[src/rtl/dm_arbiter_pkg.sv]
// -----------------------------------------------------------------------------
// dm_arbiter_pkg
// Shared definitions for the data-memory arbitration path. Also used by the
// AHB control block and the CPU memory interface.
//   DM_ADDR_W : word address width of the data memory (2048 words)
//   DATA_W    : data memory word width
//   req_id_e  : requester identifiers (REQ_CPU / REQ_AHB)
// -----------------------------------------------------------------------------
package dm_arbiter_pkg;

    localparam int DM_ADDR_W = 11;
    localparam int DATA_W    = 32;

    typedef enum logic {
        REQ_CPU = 1'b0,
        REQ_AHB = 1'b1
    } req_id_e;

endpackage

[src/rtl/dm_arb_starve_cnt.sv]
// -----------------------------------------------------------------------------
// dm_arb_starve_cnt
// Saturating counter of consecutive cycles in which a low-priority requester
// was pending but not granted. Raises prio once the count reaches LIMIT.
//   clk  : system clock
//   rstn : asynchronous active-low reset
//   req  : low-priority request pending
//   gnt  : low-priority request granted this cycle
//   prio : low-priority requester must win the next arbitration
// -----------------------------------------------------------------------------
module dm_arb_starve_cnt #(
    parameter int LIMIT = 4,
    parameter int CNT_W = 4
) (
    input  logic clk,
    input  logic rstn,
    input  logic req,
    input  logic gnt,
    output logic prio
);

    logic [CNT_W-1:0] cnt;

    always_ff @(posedge clk or negedge rstn) begin
        if (!rstn) begin
            cnt <= '0;
        end else if (req && !gnt) begin
            if (cnt != '1) begin
                cnt <= cnt + 1'b1;
            end
        end else begin
            // granted, or request withdrawn: the starvation episode is over
            cnt <= '0;
        end
    end

    assign prio = (cnt >= CNT_W'(LIMIT));

endmodule

[src/rtl/dm_arbiter.sv]
// -----------------------------------------------------------------------------
// dm_arbiter
// Shares the single-port data memory (synchronous read, 1-cycle latency)
// between the CPU load/store port and the AHB host port. CPU has fixed
// priority; an AHB request that loses STARVE_LIMIT consecutive cycles wins the
// next one. Read data is tagged with its issuer and returned one cycle later.
//   clk, rstn                      : clock, asynchronous active-low reset
//   cpu_en                         : CPU out of reset; gates CPU requests
//   cpu_req/we/addr/wdata          : CPU access request
//   cpu_gnt, cpu_rvalid, cpu_rdata : CPU grant and read return
//   ahb_req/we/addr/wdata          : host access request
//   ahb_gnt, ahb_rvalid, ahb_rdata : host grant and read return
//   mem_addr/din/wen, mem_dout     : data memory port
// -----------------------------------------------------------------------------
module dm_arbiter #(
    parameter int ADDR_W       = dm_arbiter_pkg::DM_ADDR_W,
    parameter int DATA_W       = dm_arbiter_pkg::DATA_W,
    parameter int STARVE_LIMIT = 4
) (
    input  logic              clk,
    input  logic              rstn,
    input  logic              cpu_en,
    input  logic              cpu_req,
    input  logic              cpu_we,
    input  logic [ADDR_W-1:0] cpu_addr,
    input  logic [DATA_W-1:0] cpu_wdata,
    output logic              cpu_gnt,
    output logic              cpu_rvalid,
    output logic [DATA_W-1:0] cpu_rdata,
    input  logic              ahb_req,
    input  logic              ahb_we,
    input  logic [ADDR_W-1:0] ahb_addr,
    input  logic [DATA_W-1:0] ahb_wdata,
    output logic              ahb_gnt,
    output logic              ahb_rvalid,
    output logic [DATA_W-1:0] ahb_rdata,
    output logic [ADDR_W-1:0] mem_addr,
    output logic [DATA_W-1:0] mem_din,
    output logic              mem_wen,
    input  logic [DATA_W-1:0] mem_dout
);

    import dm_arbiter_pkg::*;

    logic    creq;
    logic    ahb_prio;
    logic    rd_pend;
    req_id_e rd_owner;

    // Grants are qualified with rstn so nothing reaches the memory while
    // the block is held in reset.
    assign creq    = cpu_req & cpu_en & rstn;
    assign cpu_gnt = creq & ~(ahb_req & ahb_prio);
    assign ahb_gnt = ahb_req & rstn & ~cpu_gnt;

    dm_arb_starve_cnt #(
        .LIMIT (STARVE_LIMIT),
        .CNT_W (4)
    ) u_starve (
        .clk  (clk),
        .rstn (rstn),
        .req  (ahb_req),
        .gnt  (ahb_gnt),
        .prio (ahb_prio)
    );

    always_comb begin
        mem_addr = cpu_addr;
        mem_din  = cpu_wdata;
        mem_wen  = 1'b0;
        if (cpu_gnt) begin
            mem_wen = cpu_we;
        end else if (ahb_gnt) begin
            mem_addr = ahb_addr;
            mem_din  = ahb_wdata;
            mem_wen  = ahb_we;
        end
    end

    always_ff @(posedge clk or negedge rstn) begin
        if (!rstn) begin
            rd_pend  <= 1'b0;
            rd_owner <= REQ_CPU;
        end else begin
            rd_pend <= (cpu_gnt & ~cpu_we) | (ahb_gnt & ~ahb_we);
            if (cpu_gnt && !cpu_we) begin
                rd_owner <= REQ_CPU;
            end else if (ahb_gnt && !ahb_we) begin
                rd_owner <= REQ_AHB;
            end
        end
    end

    // Decoded from the registered tag so a reset drops rvalid immediately.
    assign cpu_rvalid = rd_pend & (rd_owner == REQ_CPU);
    assign ahb_rvalid = rd_pend & (rd_owner == REQ_AHB);
    assign cpu_rdata  = mem_dout;
    assign ahb_rdata  = mem_dout;

endmodule

[config.mk]
export PLATFORM = sky130hd
export DESIGN_NAME = dm_arbiter
export DESIGN_NICKNAME = d
export VERILOG_FILES = /design/src/rtl/dm_arbiter_pkg.sv /design/src/rtl/dm_arb_starve_cnt.sv /design/src/rtl/dm_arbiter.sv
export SDC_FILE = /design/constraint.sdc
export NUM_CORES = 1
export LEC_CHECK = 0
export CAP_MARGIN = 20
export CORE_AREA = 2 2 93 95
export DETAILED_ROUTE_END_ITERATION = 16
export DIE_AREA = 0 0 95 97
export PLACE_DENSITY = 0.67
export SYNTH_ARGS = -nofsm -noshare
export SYNTH_HDL_FRONTEND = slang
export SYNTH_HIERARCHICAL = 1
export SYNTH_SLANG_ARGS = --single-unit
[constraint.sdc]
create_clock -name clk -period 4.26 [get_ports clk]
set_input_delay 0.639 -clock clk [delete_from_list [all_inputs] [get_ports clk]]
set_output_delay 0.639 -clock clk [all_outputs]
set_load 0.05 [all_outputs]
**Yosys cells after proc, flatten, opt, wreduce, memory -nomap -nowiden**

Index checks and enable logic that the tools add are counted.

- Register bits after elaboration: 6
- Word-level logic and storage cells: 40
- Output and inout bits: 112
- Input port bits: 125

- Reduce and logical (&&, ||, !) cells: 7
- Add/subtract/negate cells: 1
- $lt $le $gt $ge: 1
- Multiplexer cells: 10
- Equal/unequal tests: 2
- Bitwise logic cells: 16

Operators by type and width:

| cell | number |
|---|---|
| two-way mux 32 bit | 2 |
| two-way mux 11 bit | 2 |
| bitwise AND 1 bit | 10 |
| two-way mux 4 bit | 2 |
| NOT 1 bit | 5 |
| adder 4 x 1 -> 4 bit (second input constant) | 1 |
| >= comparator 4 x 3 -> 1 bit (second input constant) | 1 |
| two-way mux 1 bit | 4 |
| inequality test 4 bit (second input constant) | 1 |
| logical AND 1 bit | 3 |
| zero test 1 bit | 3 |
| inequality test 2 bit (second input constant) | 1 |
| nonzero test 2 bit | 1 |
| bitwise OR 1 bit | 1 |

**Depth between registers and ports, before layout**

- Depth after elaboration: 9
- Depth in mapped cells: 6
- Gate-level depth less buffers: 5

**By module**

Netlist, hierarchy kept.

Modules (own cells, without submodules):

| module | area an instance (um2) | sequential area each (um2) | cells each | times used |
|---|---|---|---|---|
| dm_arbiter | 1189.9 | 50.0 | 126 | 1 |
| dm_arb_starve_cnt | 229.0 | 100.1 | 21 | 1 |

**Worst setup path before layout**

No wires, ideal clock.

- Path type: register to output
- From: register u_starve.cnt[2]
- To: output port mem_wen
- Slack: 1.541 ns
- Buffers on the path: 0
- Cell stages (with the launch flop): 5
- Data arrival time: 2.080 ns
- Data required time: 3.621 ns
- Path through: dfrtp_1 or2_2 nand2_1 nand4_1 a21boi_0

- Longest elaborated chain between the ends: 8

RTL lines:

| item | RTL line | RTL |
|---|---|---|
| from (decl) | dm_arb_starve_cnt.sv:22 | `logic [CNT_W-1:0] cnt;` |
| from (signal assigned) | dm_arb_starve_cnt.sv:29 | `cnt <= cnt + 1'b1;` |
| >= comparator 4 x 3 -> 1 bit * | dm_arb_starve_cnt.sv:37 | `assign prio = (cnt >= CNT_W'(LIMIT));` |
| net ahb_prio | dm_arbiter.sv:46 | `logic ahb_prio;` |
| bitwise AND 1 bit * | dm_arbiter.sv:53 | `assign cpu_gnt = creq & ~(ahb_req & ahb_prio);` |
| NOT 1 bit * | dm_arbiter.sv:53 |  |
| bitwise AND 1 bit * | dm_arbiter.sv:53 |  |
| NOT 1 bit | dm_arbiter.sv:54 | `assign ahb_gnt = ahb_req & rstn & ~cpu_gnt;` |
| bitwise AND 1 bit | dm_arbiter.sv:54 |  |
| two-way mux 1 bit | dm_arbiter.sv:73 | `end else if (ahb_gnt) begin` |
| two-way mux 1 bit * | dm_arbiter.sv:71 | `if (cpu_gnt) begin` |
| to (decl) | dm_arbiter.sv:39 | `output logic mem_wen,` |

The timed path passes the listed nets; every way through them passes the cells marked *.

**Worst setup path in the final report**

- From: input port cpu_en
- To: output port mem_din[5]

- Longest elaborated chain between the ends: 7

RTL lines:

| item | RTL line | RTL |
|---|---|---|
| from (decl) | dm_arbiter.sv:22 | `input logic cpu_en,` |
| bitwise AND 1 bit * (2 in a row) | dm_arbiter.sv:52 | `assign creq = cpu_req & cpu_en & rstn;` |
| bitwise AND 1 bit * | dm_arbiter.sv:53 |  |
| NOT 1 bit | dm_arbiter.sv:54 |  |
| bitwise AND 1 bit | dm_arbiter.sv:54 |  |
| two-way mux 32 bit | dm_arbiter.sv:73 |  |
| two-way mux 32 bit * | dm_arbiter.sv:71 |  |
| to (decl) | dm_arbiter.sv:38 | `output logic [DATA_W-1:0] mem_din,` |

Every way passes the cells marked *; elsewhere a longest branch is shown, timed or not.

==> summary.md <==
| Metric | Value |
|---|---|
| Delay of the slowest critical-path stage | `710 ps` |
| Critical path's slowest cell | `clkdlybuf4s50_1` |
| Setup TNS | `0 ps` |
| Flop pwr share | `13.0%` |
| Gpl congestion | `0.753` |
| Post_cts resized | `0` |
| Post-synthesis cell count | `147` |
| Register area share after synthesis | `10.6%` |
| Rows | `33` |
| Most frequent cell on the critical path | `clkdlybuf4s50_1` |
| Outcome | `finished clean` |
| Worst setup EP type | `output pin` |
| Startpoint Class | `primary input` |
| Sw Share | `42.2%` |
| Remaining antenna violation count after routing | `0` |
| Via count | `1285` |
| VDD IR max | `0.110 mV` |
| Final Skew | `0.883 ps` |
| Leakage power | `0.969 nW` |
| Clk sinks | `6` |
| Antenna violations before repair | `0` |
| FF-to-FF setup slack | `1930 ps` |
| Final Critical Period | `3860 ps` |
| Combinational Power Share | `70.0%` |
| Worst Max-Slew Pin Slew | `585 ps` |
| FF+latch count, synth | `6` |
| Yosys warning count | `6` |
| CP Data Arrival Time | `3220 ps` |
| Average size of a mapped cell | `9.65 µm²` |
| Routed length per instance | `15.9 µm` |
| RSZ-0062 raised after global routing | `false` |
| Hold-fix buffers at CTS | `0` |
| EDFF count, synth | `0` |
| # DRC | `0` |
| Final setup vio count | `0` |
| Core area | `8130 µm²` |
| RR Endpoint | `u_starve/cnt[2]` |
| Setup bufs post-CTS | `0` |
| Initial Util | `17.4%` |
| Clk pwr share | `17.1%` |
| Ant. Diodes | `0` |
| CTS Root Cell | `clkbuf_8` |
| Number of I/O pins | `237` |
| Die span in x | `95 µm` |
| Max Cap Viol | `0` |
| Die Ht | `97 µm` |
| Hold Path Depth | `1` |
| Hold path startpoint | `rd_owner` |
| Vias in the first global route | `1395` |
| H-tree depth | `1` |
| P per Cell Area | `205 nW/µm²` |
| Final Cell Area | `2480 µm²` |
| Async SR Flop Fraction | `100%` |
| Crit-path max FO | `19` |
| NetSw | `214 µW` |
| Mapped Area | `1420 µm²` |
| Crit-path cells | `clkdlybuf4s50_1 -> nand2_1 -> o211ai_4 -> buf_4 -> mux2_2 -> clkdlybuf4s50_1` |
| Setup CP Type | `primary input to output pin` |
| Crit path max-delay family | `buffers and inverters` |
| Hold Path Class | `flip-flop to flip-flop` |
| Hold Fails Final Rpt | `0` |
| Final Slew Violations | `0` |
| Crit path depth | `6` |
| First-pass GRT wire length | `7490 µm` |
| I/O Buffers | `140` |
| Total Routed Length | `5240 µm` |
| Die area | `9220 µm²` |
| Vias per inst | `3.89` |
| Layout area overhead | `74.7%` |
| Clock-pin slew on the worst setup and hold paths | `40 ps` |
| Max Freq | `0.259 GHz` |
| Area after DPL | `2440 µm²` |
| WP buf/inv | `3` |
| CP Data Required Time | `3620 ps` |
| Largest net degree at the start of global routing | `20` |
| Max Root-Sink Buffers | `2` |
| Worst r2r src | `u_starve/cnt[2]` |
| Share of cells above drive strength 1 | `22.2%` |
| DRT Pass-1 Iters | `4` |
| DP HPWL | `4500 µm` |
| TritonCTS Buffers | `3` |
| Final worst-path cycle share | `90.6%` |
| Internal power | `293 µW` |
| Worst r2r path cells | `6` |
| Gr ovfl total | `0` |
| Final net count | `353` |
| Slew HR | `60.8%` |
| Worst-Skew Late Latency | `220 ps` |
| Post-synth top flop | `dfrtp_1` |
| 1st-iter DRT viols | `11` |
| Post-synth net total | `273` |
| WHS Endpoint | `rd_owner` |
| Post-synth cell types | `31` |
| CTS tree | `yes` |
| GR Util All Layers | `10.5%` |
cell families (layout without fill, tap and decap cells):
group	count (synthesis)	after routing	synth area share, %
simple gates	18	18	8.20
buf+inv	70	148	38.4
compound gates	8	8	5.29
flops	6	6	10.6
mux	44	44	36.7
fa+ha+maj	1	1	0.882
sequential cells by signal, summed over array words and instances, names as in the netlist:
| register | cells |
|---|---|
| rd_owner | 1 |
| u_starve/cnt | 4 |
| rd_pend | 1 |
placed cells by master, fill, tap and decap left out, drive strengths merged:
master and instances:
clkdlybuf4s50 140, mux2 43, dfrtp 6, clkbuf 3, buf 3, nand2 2, inv 2, nand4 2
nor2b 2, nand3 2, nand3b 2, o211ai 1, nand4bb 1, o21ai 1, and2 1, a21boi 1
o2bb2ai 1, or2 1, and3 1, a31oi 1, nand2b 1, a211oi 1, and3b 1, nor2 1
nor3 1, mux2i 1, a31o 1, a21oi 1, ha 1
per-stage QoR:
step	util (%)	cells	setup WS, ps	hold WS (ps)	power, mW
detailed placement	30.0	327	348	496	0.423
global placement	30.0	327	399	511	0.422
finish	30.5	330	399	517	0.507
floorplan	-	147	1540	343	0.422
global route	30.5	330	258	547	0.531
CTS	30.5	330	343	515	0.516
routing by layer:
layer	up-vias	wire length, µm	track usage [%]
li1	600	-	-
met1	578	1790	10.8
met2	103	2600	19.0
met3	4	821	4.67
met4	0	31	2.56
met5	-	0	0
synth_stat cells, types with 2 or more instances:
cell type,n,area [µm²]
mux2_4,7,105
buf_8,3,45.0
nand4_1,2,12.5
buf_4,64,480
nor2b_1,2,12.5
nand3_1,2,10.0
nand3b_1,2,15.0
mux2_2,33,372
dfrtp_1,6,150
mux2_1,3,33.8
inv_1,2,7.51
nand2_1,2,7.51
how the worst max path moves through the flow:
stage / slack, ps / to / from
CTS: 340 / mem_din[5] / cpu_req
global placement: 400 / mem_addr[1] / cpu_req
finish: 400 / mem_din[5] / cpu_en
global route: 260 / mem_din[2] / cpu_req
floorplan: 1540 / mem_wen / u_starve/cnt[2]
detailed placement: 350 / mem_din[5] / cpu_en
power groups by stage:
stage / Sequential, mW / Combinational, mW / Clock, mW
global placement: 0.0664 / 0.355 / 0
detailed placement: 0.0663 / 0.357 / 0
finish: 0.0659 / 0.355 / 0.0866
floorplan: 0.0654 / 0.356 / 0
CTS: 0.0657 / 0.359 / 0.0907
global route: 0.0667 / 0.371 / 0.0933
cell type report:
type,instances,area (µm²)
repair buffers,143,1420
inverters,2,7.51
fillers,868,5660
multi-input cells,71,724
well taps,105,131
flip-flops and latches,6,150
clock buffers,3,41.3
No activity file was read; power rests on OpenSTA's default activity.
==> variant: new RTL, same settings <==
`CNT_W` is set to 4 in 2 places; all go to 6.
--- a/src/rtl/dm_arb_starve_cnt.sv
+++ b/src/rtl/dm_arb_starve_cnt.sv
@@ -11,5 +11,5 @@
 module dm_arb_starve_cnt #(
     parameter int LIMIT = 4,
-    parameter int CNT_W = 4
+    parameter int CNT_W = 6
 ) (
     input  logic clk,
--- a/src/rtl/dm_arbiter.sv
+++ b/src/rtl/dm_arbiter.sv
@@ -56,5 +56,5 @@
     dm_arb_starve_cnt #(
         .LIMIT (STARVE_LIMIT),
-        .CNT_W (4)
+        .CNT_W (6)
     ) u_starve (
         .clk  (clk),
Check against the original RTL: same outputs for any inputs over 10 cycles, from zero or initial values and one cycle with rstn low; that may be too few to reach the edited logic, so the function may still have changed.
==> variant against the unedited design <==
Routed wire length rose by 0.48%; register-to-register slack lost 30 ps; final area fell by 0.10%; sequential cell count grew 2; hold slack lost 5.4 ps; die area stayed put; worst setup slack improved by 380 ps; area after synthesis is 7.4% higher; power up 2.2%; non-clock buffer count down 1; combinational power decreased by 3%.
==> variant: results <==
[run_status]
outcome = "finished clean"

[critical_path]
rrSetupSlack_ps = 1900
cp.arrival_ps = 2840
crit_end = "mem_din[23]"
r2r_end = "u_starve/cnt[2]"
critical_path.max_fanout = 14
r2r-start = "u_starve/cnt[3]"
ff2ff_path_depth = 6
critPathLaunch = "rstn"

[place]
place_hpwl_mm = 4.40
gp_congestion = 0.743

[synthesis]
synthTopCellsByCount = "64 x buf_4, 33 x mux2_2, 8 x dfrtp_1"
yosysWarnings = 6
yosys.cell_types.count = 31
yosys-top-cells-area = "buf_4 32%, mux2_2 24%, dfrtp_1 13%"
ys_seq_area_share_pct = 13.1
synth_nets = 288

[clock_tree]
root_buffer = "clkbuf_8"
cts_resized = 0
cts_buffer_depth = 2
cts_buffers = 3
cts_setup_buffers = 0
clk_latency_ps = 230

[route]
avgRoutedWirePerCell_um = 15.3
viasPerCell = 3.92
drt_iter0_drc = 54
drt_pass1_iterations = 4

[global_routing]
grt_usage_pct = 10.8
grt_pass1_wl_mm = 7.73
grt_max_degree = 24
grt_pass1_vias = 1447
antenna_found_initial = 0

[timing]
slew_headroom_pct = 64.4
finalClockSkew_ps = 0.335

[power_and_ir_drop]
leakage_nw = 1.04
ir_worst_vdd_mv = 0.0504

[hold_path]
min_from = "rd_owner"

[final_layout]
finalNetCount = 367
drive_gt1_share_pct = 37.0
top_regs = "u_starve/cnt (6), rd_owner (1), rd_pend (1)"
[variant: changes by cell type after synthesis, moves of 2 or more]
cell	before	now
a21oi_1	1	3
nor3_1	0	3
nand3b_1	2	0
nand2_1	2	4
inv_1	2	4
dfrtp_1	6	8
[variant: layer usage]
| layer | GRT usage (%) | up-vias | routed length [um] |
|---|---|---|---|
| met5 | 0 | - | 0 |
| li1 | - | 643 | - |
| met2 | 18.1 | 93 | 2510 |
| met3 | 6.31 | 6 | 858 |
| met1 | 11.5 | 603 | 1860 |
| met4 | 2.90 | 0 | 40 |
[variant: cell families after synthesis]
logic type      count (synthesis)  share of synthesized area [%]
compound gates                 12                           6.08
xor+xnor                        1                          0.575
fa+ha+maj                       2                           1.64
buf+inv                        72                           36.2
flops                           8                           13.1
mux                            43                           33.5
simple gates                   23                           8.87
[variant: worst min-delay path by stage]
stage	end	slack (ps)	cells past startpoint
6_report	rd_owner	510	1
3_5_place_dp	rd_owner	500	1
3_3_place_gp	rd_owner	510	1
4_1_cts	rd_owner	520	1
5_1_grt	u_starve/cnt[2]	570	1
2_1_floorplan	rd_owner	340	0
[variant: power by group]
group          total, mW  switching (mW)  internal (mW)
clock             0.0896          0.0286         0.0611
sequential        0.0850         0.00416         0.0809
combinational      0.344           0.185          0.159
[variant: through the flow]
step	cell area, um2	setup WS [ps]	instances	power (mW)	util, %
5_1_grt	2480	595	343	0.541	30.4
4_1_cts	2480	727	343	0.525	30.4
6_report	2480	777	343	0.519	30.4
3_5_place_dp	2430	725	340	0.431	29.9
2_1_floorplan	1520	1280	161	0.442	-
3_3_place_gp	2430	781	340	0.430	29.9
[variant: worst max-delay path, cell delays in order]
cell and delay [ps]:
clkdlybuf4s50_1 810, o211ai_4 300, mux2_1 380, clkdlybuf4s50_1 710
[variant: final cells by class]
cell class,instances,area [um2]
Timing Repair Buffer,142,1320
Tap cell,105,131
Multi-Input combinational cell,81,772
Clock buffer,3,41.3
Inverter,4,15.0
Sequential cell,8,200
Fill cell,866,5660
